$ cat src/rtl/pe_array_drain_pkg.sv
// rtl/pe_array_drain_pkg.sv - shared array parameters, width helper, drain tag and FSM state types
package pe_array_drain_pkg;

   localparam int BATCH = 1;
   localparam int RES_W = 16;

   // Bits needed to index n items; never less than one.
   function automatic int bw(input int n);
      return (n <= 2) ? 1 : $clog2(n);
   endfunction

   localparam int DRAIN_PE_NUM    = 32;
   localparam int DRAIN_GRP_SIZE  = 4;
   localparam int DRAIN_BUF_DEPTH = 256;
   localparam int DRAIN_GRP_W     = bw(DRAIN_PE_NUM / DRAIN_GRP_SIZE);
   localparam int DRAIN_ADDR_W    = bw(DRAIN_BUF_DEPTH);

   typedef struct packed {
      logic [DRAIN_GRP_W-1:0]  grp;
      logic [DRAIN_ADDR_W-1:0] addr;
      logic                    last;
   } drain_tag_t;

   typedef enum logic [1:0] {
      IDLE,
      ISSUE,
      FLUSH,
      FIN
   } drain_state_t;

endpackage

$ cat src/rtl/pe_array_drain_if.sv
// rtl/pe_array_drain_if.sv - result beat stream from the drain sequencer to the writeback path
interface pe_array_drain_if #(
   parameter int DATA_W = 64,
   parameter int GRP_W  = 3,
   parameter int ADDR_W = 8
);
   logic [DATA_W-1:0] out_data;
   logic [GRP_W-1:0]  out_grp;
   logic [ADDR_W-1:0] out_addr;
   logic              out_last;
   logic              out_valid;
   logic              out_ready;

   modport master (output out_data, out_grp, out_addr, out_last, out_valid, input out_ready);
   modport slave  (input out_data, out_grp, out_addr, out_last, out_valid, output out_ready);
endinterface

$ cat src/rtl/pe_array_drain_fifo.sv
// rtl/pe_array_drain_fifo.sv - first-word fall-through FIFO with registered occupancy count
module drain_fifo #(
   parameter int WIDTH = 8,
   parameter int DEPTH = 4,
   localparam int PTR_W = (DEPTH > 1) ? $clog2(DEPTH) : 1,
   localparam int CNT_W = $clog2(DEPTH + 1)
) (
   input  logic             clk,
   input  logic             rst,
   input  logic             wr_valid,
   input  logic [WIDTH-1:0] wr_data,
   input  logic             rd_ready,
   output logic [WIDTH-1:0] rd_data,
   output logic [CNT_W-1:0] count
);
   logic [WIDTH-1:0] mem [DEPTH];
   logic [PTR_W-1:0] wr_ptr, rd_ptr;
   logic             do_wr, do_rd;

   function automatic logic [PTR_W-1:0] ptr_inc(input logic [PTR_W-1:0] p);
      return (p == PTR_W'(DEPTH - 1)) ? '0 : p + PTR_W'(1);
   endfunction

   assign do_wr   = wr_valid && (count != CNT_W'(DEPTH));
   assign do_rd   = rd_ready && (count != '0);
   assign rd_data = mem[rd_ptr];

   always_ff @(posedge clk) begin
      if (!rst) begin
         wr_ptr <= '0;
         rd_ptr <= '0;
         count  <= '0;
      end else begin
         if (do_wr) wr_ptr <= ptr_inc(wr_ptr);
         if (do_rd) rd_ptr <= ptr_inc(rd_ptr);
         if (do_wr && !do_rd)
            count <= count + CNT_W'(1);
         else if (!do_wr && do_rd)
            count <= count - CNT_W'(1);
      end
   end

   always_ff @(posedge clk) begin
      if (do_wr) mem[wr_ptr] <= wr_data;
   end
endmodule

$ cat src/rtl/pe_array_drain.sv
// rtl/pe_array_drain.sv - credit-controlled readout sequencer for the PE array accumulation buffers
module pe_array_drain
   import pe_array_drain_pkg::*;
#(
   parameter int PE_NUM     = DRAIN_PE_NUM,
   parameter int GRP_SIZE   = DRAIN_GRP_SIZE,
   parameter int BUF_DEPTH  = DRAIN_BUF_DEPTH,
   parameter int ADDR_W     = bw(BUF_DEPTH),
   parameter int RD_LAT     = 2,
   parameter int FIFO_DEPTH = 4,
   localparam int GRP_NUM   = PE_NUM / GRP_SIZE,
   localparam int GRP_W     = bw(GRP_NUM),
   localparam int DATA_W    = GRP_SIZE * BATCH * RES_W
) (
   input  logic               clk,
   input  logic               rst,
   input  logic               start,
   input  logic [GRP_NUM-1:0] grp_mask,
   input  logic [ADDR_W:0]    addr_cnt,
   output logic               busy,
   output logic               done,
   output logic [GRP_W-1:0]   rd_sel,
   output logic [ADDR_W-1:0]  abuf_rd_addr,
   input  logic [DATA_W-1:0]  abuf_rd_data,
   pe_array_drain_if.master   res
);
   localparam int CREDIT_W = $clog2(FIFO_DEPTH + 1);
   localparam int TAG_W    = $bits(drain_tag_t);

   drain_state_t         state, state_nxt;
   logic [GRP_NUM-1:0]   mask_q;
   logic [ADDR_W:0]      cnt_q;
   logic [CREDIT_W-1:0]  credit;
   drain_tag_t           pipe_tag [RD_LAT];
   logic [RD_LAT-1:0]    pipe_vld;
   logic                 issue, pop, grp_end, last_rd, more_grp, first_found;
   logic [GRP_W-1:0]     grp_nxt, first_grp;
   logic [TAG_W+DATA_W-1:0] fifo_rd_data;
   logic [CREDIT_W-1:0]  fifo_count;
   drain_tag_t           head_tag;
   logic [DATA_W-1:0]    head_data;
   logic                 head_vld;

   // {found, index} of the lowest set mask bit strictly above 'from'.
   function automatic logic [GRP_W:0] next_set(input logic [GRP_NUM-1:0] mask, input int from);
      next_set = '0;
      for (int i = GRP_NUM - 1; i >= 0; i--)
         if (mask[i] && (i > from)) next_set = {1'b1, GRP_W'(i)};
   endfunction

   assign {more_grp, grp_nxt}       = next_set(mask_q, int'(rd_sel));
   assign {first_found, first_grp}  = next_set(grp_mask, -1);
   assign issue   = (state == ISSUE) && (credit < CREDIT_W'(FIFO_DEPTH));
   assign pop     = head_vld && res.out_ready;
   assign grp_end = ({1'b0, abuf_rd_addr} == cnt_q - (ADDR_W + 1)'(1));
   assign last_rd = grp_end && !more_grp;

   always_comb begin
      state_nxt = state;
      busy      = 1'b0;
      done      = 1'b0;
      case (state)
         IDLE:  if (start) state_nxt = (!first_found || addr_cnt == '0) ? FIN : ISSUE;
         ISSUE: begin
            busy = 1'b1;
            if (issue && last_rd) state_nxt = FLUSH;
         end
         FLUSH: begin
            busy = 1'b1;
            if (credit == '0) state_nxt = FIN;
         end
         FIN: begin
            done      = 1'b1;
            state_nxt = IDLE;
         end
         default: state_nxt = IDLE;
      endcase
   end

   always_ff @(posedge clk) begin
      if (!rst) begin
         state        <= IDLE;
         mask_q       <= '0;
         cnt_q        <= '0;
         rd_sel       <= '0;
         abuf_rd_addr <= '0;
      end else begin
         state <= state_nxt;
         if (state == IDLE && start) begin
            mask_q       <= grp_mask;
            cnt_q        <= addr_cnt;
            rd_sel       <= first_grp;
            abuf_rd_addr <= '0;
         end else if (issue) begin
            if (last_rd) begin
               rd_sel       <= '0;
               abuf_rd_addr <= '0;
            end else if (grp_end) begin
               rd_sel       <= grp_nxt;
               abuf_rd_addr <= '0;
            end else begin
               abuf_rd_addr <= abuf_rd_addr + ADDR_W'(1);
            end
         end
      end
   end

   // Credit covers reads in the array pipe plus FIFO entries, so the FIFO can never overflow.
   always_ff @(posedge clk) begin
      if (!rst) begin
         credit   <= '0;
         pipe_vld <= '0;
      end else begin
         if (issue && !pop)
            credit <= credit + CREDIT_W'(1);
         else if (!issue && pop)
            credit <= credit - CREDIT_W'(1);
         pipe_vld[0] <= issue;
         for (int k = 1; k < RD_LAT; k++) pipe_vld[k] <= pipe_vld[k-1];
      end
   end

   always_ff @(posedge clk) begin
      pipe_tag[0] <= '{grp: rd_sel, addr: abuf_rd_addr, last: last_rd};
      for (int k = 1; k < RD_LAT; k++) pipe_tag[k] <= pipe_tag[k-1];
   end

   drain_fifo #(
      .WIDTH (TAG_W + DATA_W),
      .DEPTH (FIFO_DEPTH)
   ) u_fifo (
      .clk      (clk),
      .rst      (rst),
      .wr_valid (pipe_vld[RD_LAT-1]),
      .wr_data  ({pipe_tag[RD_LAT-1], abuf_rd_data}),
      .rd_ready (res.out_ready),
      .rd_data  (fifo_rd_data),
      .count    (fifo_count)
   );

   assign {head_tag, head_data} = fifo_rd_data;
   assign head_vld      = (fifo_count != '0);
   assign res.out_valid = head_vld;
   assign res.out_data  = head_vld ? head_data     : '0;
   assign res.out_grp   = head_vld ? head_tag.grp  : '0;
   assign res.out_addr  = head_vld ? head_tag.addr : '0;
   assign res.out_last  = head_vld && head_tag.last;
endmodule
$ cat src/flat_wrapper.sv
// flat-port wrapper written by rule: the top's interface ports become plain ports
module pe_array_drain_flat import pe_array_drain_pkg::*;
#(
   parameter int PE_NUM     = DRAIN_PE_NUM,
   parameter int GRP_SIZE   = DRAIN_GRP_SIZE,
   parameter int BUF_DEPTH  = DRAIN_BUF_DEPTH,
   parameter int ADDR_W     = bw(BUF_DEPTH),
   parameter int RD_LAT     = 2,
   parameter int FIFO_DEPTH = 4,
   localparam int GRP_NUM   = PE_NUM / GRP_SIZE,
   localparam int GRP_W     = bw(GRP_NUM),
   localparam int DATA_W    = GRP_SIZE * BATCH * RES_W
)
  (clk, rst, start, grp_mask, addr_cnt, busy, done, rd_sel, abuf_rd_addr, abuf_rd_data, res_out_data, res_out_grp, res_out_addr, res_out_last, res_out_valid, res_out_ready);
  pe_array_drain_if #(.ADDR_W(ADDR_W)) res_i ();
  input  logic clk;
  input  logic rst;
  input  logic start;
  input  logic [GRP_NUM-1:0] grp_mask;
  input  logic [ADDR_W:0] addr_cnt;
  output logic busy;
  output logic done;
  output logic [GRP_W-1:0] rd_sel;
  output logic [ADDR_W-1:0] abuf_rd_addr;
  input  logic [DATA_W-1:0] abuf_rd_data;
  output wire logic [$bits(res_i.out_data)-1:0] res_out_data;
  output wire logic [$bits(res_i.out_grp)-1:0] res_out_grp;
  output wire logic [$bits(res_i.out_addr)-1:0] res_out_addr;
  output wire logic [$bits(res_i.out_last)-1:0] res_out_last;
  output wire logic [$bits(res_i.out_valid)-1:0] res_out_valid;
  input wire logic [$bits(res_i.out_ready)-1:0] res_out_ready;
  assign res_out_data = res_i.out_data;
  assign res_out_grp = res_i.out_grp;
  assign res_out_addr = res_i.out_addr;
  assign res_out_last = res_i.out_last;
  assign res_out_valid = res_i.out_valid;
  assign res_i.out_ready = res_out_ready;
  pe_array_drain #(.PE_NUM(PE_NUM), .GRP_SIZE(GRP_SIZE), .BUF_DEPTH(BUF_DEPTH), .ADDR_W(ADDR_W), .RD_LAT(RD_LAT), .FIFO_DEPTH(FIFO_DEPTH)) u_core (.clk(clk), .rst(rst), .start(start), .grp_mask(grp_mask), .addr_cnt(addr_cnt), .busy(busy), .done(done), .rd_sel(rd_sel), .abuf_rd_addr(abuf_rd_addr), .abuf_rd_data(abuf_rd_data), .res(res_i));
endmodule
$ cat config.mk
export PLATFORM = sky130hd
export DESIGN_NAME = pe_array_drain_flat
export DESIGN_NICKNAME = d
export VERILOG_FILES = /design/src/rtl/pe_array_drain_pkg.sv /design/src/rtl/pe_array_drain_if.sv /design/src/rtl/pe_array_drain_fifo.sv /design/src/rtl/pe_array_drain.sv /design/src/flat_wrapper.sv
export SDC_FILE = /design/constraint.sdc
export NUM_CORES = 1
export LEC_CHECK = 0
export CORE_UTILIZATION = 40
export CTS_BUF_LIST = sky130_fd_sc_hd__clkbuf_2
export DETAILED_ROUTE_END_ITERATION = 8
export MAX_ROUTING_LAYER = met4
export PLACE_DENSITY = 0.62
export SYNTH_ARGS = -nofsm -noshare
export SYNTH_HDL_FRONTEND = slang
export SYNTH_SLANG_ARGS = --single-unit
$ cat constraint.sdc
create_clock -name clk -period 3.54 [get_ports clk]
set_clock_uncertainty 0.05 [all_clocks]
set_input_delay 0.885 -clock clk [delete_from_list [all_inputs] [get_ports clk]]
set_output_delay 0.885 -clock clk [all_outputs]
set_load 0.1 [all_outputs]
==> flow_metrics.tcl <==
set metrics [dict create \
    r2r_slack_ps 820 \
    grt_usage_pct 16.57 \
    place_area_um2 17270 \
    path_clk_slew_ps 100 \
    tightestPinTransition_ps 650.0 \
    grt_start_max_net_pins 58 \
    final_common_cell "edfxtp_1" \
    drc 2 \
    violations "DRC" \
    switching_power_mw 7.232 \
    synth_edf_count 304 \
    required_ps 2600 \
    power_frac_clock_pct 17.0 \
    ys_top_cells_by_area "edfxtp_1 (63%), mux4_2 (12%), dfxtp_1 (9.3%), and2_1 (3.7%), nand2_1 (1.4%)" \
    antenna_left 0 \
    setup_viol_count_final 0 \
    hold_path_class "reg2reg" \
    power_leakage_nw 6.595 \
    fin_tns_setup_ps 0 \
    fin_util_pct 53.10 \
    fp.dieW_um 191.9 \
    setup_ws_ps 137.2 \
    syn_nets 913 \
    drtPass1Iterations 6 \
    num_vias 7962 \
    critPathCaptureType "primary output" \
    rsz0062_at_grt "true" \
    p_int_mw 9.396 \
    syn_area_um2 14420 \
    rows 69 \
    hold_buffers 0 \
    fin_cells 1620 \
    seq_area_frac_synth_pct 72.61 \
    die_y_um 191.9 \
    num_io_pins 175 \
    synth_area_per_cell_um2 17.76 \
    htreeDepth 3 \
    dp_hpwl_um 17510 \
    final_nets 1182 \
    wl_per_cell_um 18.47 \
    clk_latency_ps 880 \
    grt_overflow 0 \
    coreArea_um2 35480 \
    numCtsBuffers 92 \
    mostFrequentLayoutCells "edfxtp_1 (304), clkbuf_2 (136), clkdlybuf4s50_1 (84), mux4_2 (76), buf_12 (76)" \
    synth_top_area_share_pct 63.31 \
    ctsRootBufferMaster "clkbuf_2" \
    post-place-ws_ps 617.5 \
    slew_headroom_pct 56.58 \
    yosys_warnings 0 \
    clock_sinks 371 \
    fin_crit_sh_pct 96.12 \
    drive_above_1_share_pct 36.87 \
    startpoint_type "flip-flop" \
    grt_pass1_vias 8033 \
    start_util_pct 40.64 \
    drt_iter0_drc 379 \
    synth_area_leader_cell "edfxtp_1" \
    synth.ff_latch_count 371 \
    hold_viol_final 0 \
    die-area_um2 36810 \
    clockBufferDepth 3 \
    irDropWorstVdd_v 0.0007943 \
    drt-total-wl_um 29920 \
    grt_pass1_wl_um 44180 \
    antenna_found_initial 1 \
    cap_violations 0 \
    combPwrFrac_pct 52.3 \
    syn_inst 812 \
    status "finished with violations" \
    p_seq_share_pct 30.6 \
    hold_slack_ps 284.9 \
    synth_flop_cell "edfxtp_1" \
    cts_tree "built" \
    power_density_nw_per_um2 882.5 \
    synth_cell_types 43 \
    finish.instance_area_um2 18840 \
    area_growth_pct 30.67 \
    synthArstFlopShare_pct 0 \
    power_mw 16.63 \
    netSwitchingFraction_pct 43.49 \
    final_max_slew_viol_count 0 \
    crit_type "reg2out" \
    placed_cells 1429 \
    cp.arrival_ps 2470 \
    io_buffers 174 \
    viasPerCell 4.915 \
    gp_congestion 0.7610 \
    max_freq_mhz 293.9 \
    fin_crit_ps 3403 \
    worstPathMaxFanout 8 \
]
[kinds of logic after synthesis]
kind of cell / after synthesis / synth area share (%)
DFF: 371 / 72.61
and+or+nand+nor: 210 / 7.810
muxes: 86 / 12.57
AOI/OAI and AO/OA: 58 / 2.968
buffers and inverters: 52 / 1.397
xor gates and xnor gates: 19 / 1.154
adders and majority gates: 16 / 1.493
[state kept, by name, indices dropped and copies added (netlist names), named ones only]
name / flops
u_core.u_fifo.mem: 304
u_core.pipe_tag: 24
u_core.cnt_q: 9
u_core.abuf_rd_addr: 8
u_core.mask_q: 7
u_core.credit: 3
u_core.rd_sel: 3
u_core.u_fifo.count: 3
u_core.pipe_vld: 2
u_core.state: 2
u_core.u_fifo.rd_ptr: 2
u_core.u_fifo.wr_ptr: 2
[repair_timing]
| item | 4_1_cts | 5_1_grt |
|---|---|---|
| resized for setup | 57 | 67 |
| setup endpoints to repair | 77 | 75 |
| pin swaps | 0 | 0 |
| cloned | 1 | 8 |
| setup buffers | 6 | 4 |
[Yosys cell counts, types with 7 or more instances]
cell,n
buf_1,8
nor2b_1,9
a21boi_0,20
nor2_1,26
inv_1,14
edfxtp_1,304
nor3_1,7
dfxtp_1,67
xnor2_1,9
clkbuf_1,25
xor2_1,10
a21oi_1,8
ha_1,14
mux4_2,76
o21ai_0,10
nand3_1,11
and2_1,85
mux2i_1,10
nand2_1,52
[final cells by class]
| cell class | instances | area, um^2 |
|---|---|---|
| clock inverter | 35 | 192.7 |
| fill | 2908 | 16640 |
| inverter | 14 | 52.55 |
| timing repair buffer | 212 | 2949 |
| multi-input combinational | 390 | 3908 |
| antenna | 1 | 2.502 |
| tap | 461 | 576.8 |
| clock buffer | 136 | 680.7 |
| sequential | 371 | 10480 |
[per-layer routing]
metal | share of wire [%] | track usage, %
met5 | 0 | -
met4 | 1.5 | 5.311
met3 | 7.0 | 5.134
met2 | 49 | 26.08
met1 | 43 | 20.39
[path summary, 6_finish.rpt]
path                           from                     end  cells past startpoint
max                       flip-flop        res_out_data[53]                      5
min           u_core.pipe_tag[0][5]  u_core.pipe_tag[0][17]                      0
max reg2reg  u_core.u_fifo.count[0]  u_core.u_fifo.count[2]                      8
min reg2reg   u_core.pipe_tag[0][5]  u_core.pipe_tag[0][17]                      0
[power groups by stage]
stage | Sequential, mW | Clock [mW] | Combinational, mW
floorplan | 5.21 | 0 | 5.33
CTS | 5.11 | 2.96 | 8.16
global route | 5.12 | 3.19 | 9.07
detailed placement | 5.21 | 0 | 7.74
finish | 5.09 | 2.83 | 8.70
global placement | 5.21 | 0 | 7.70
[worst max-delay path, cell delays in order (launching register included)]
cell	delay, ps
dfxtp_4	380
buf_12	170
clkbuf_16	190
mux4_2	510
and2_4	180
buf_12	160
No activity file was read; power rests on OpenSTA's default activity.
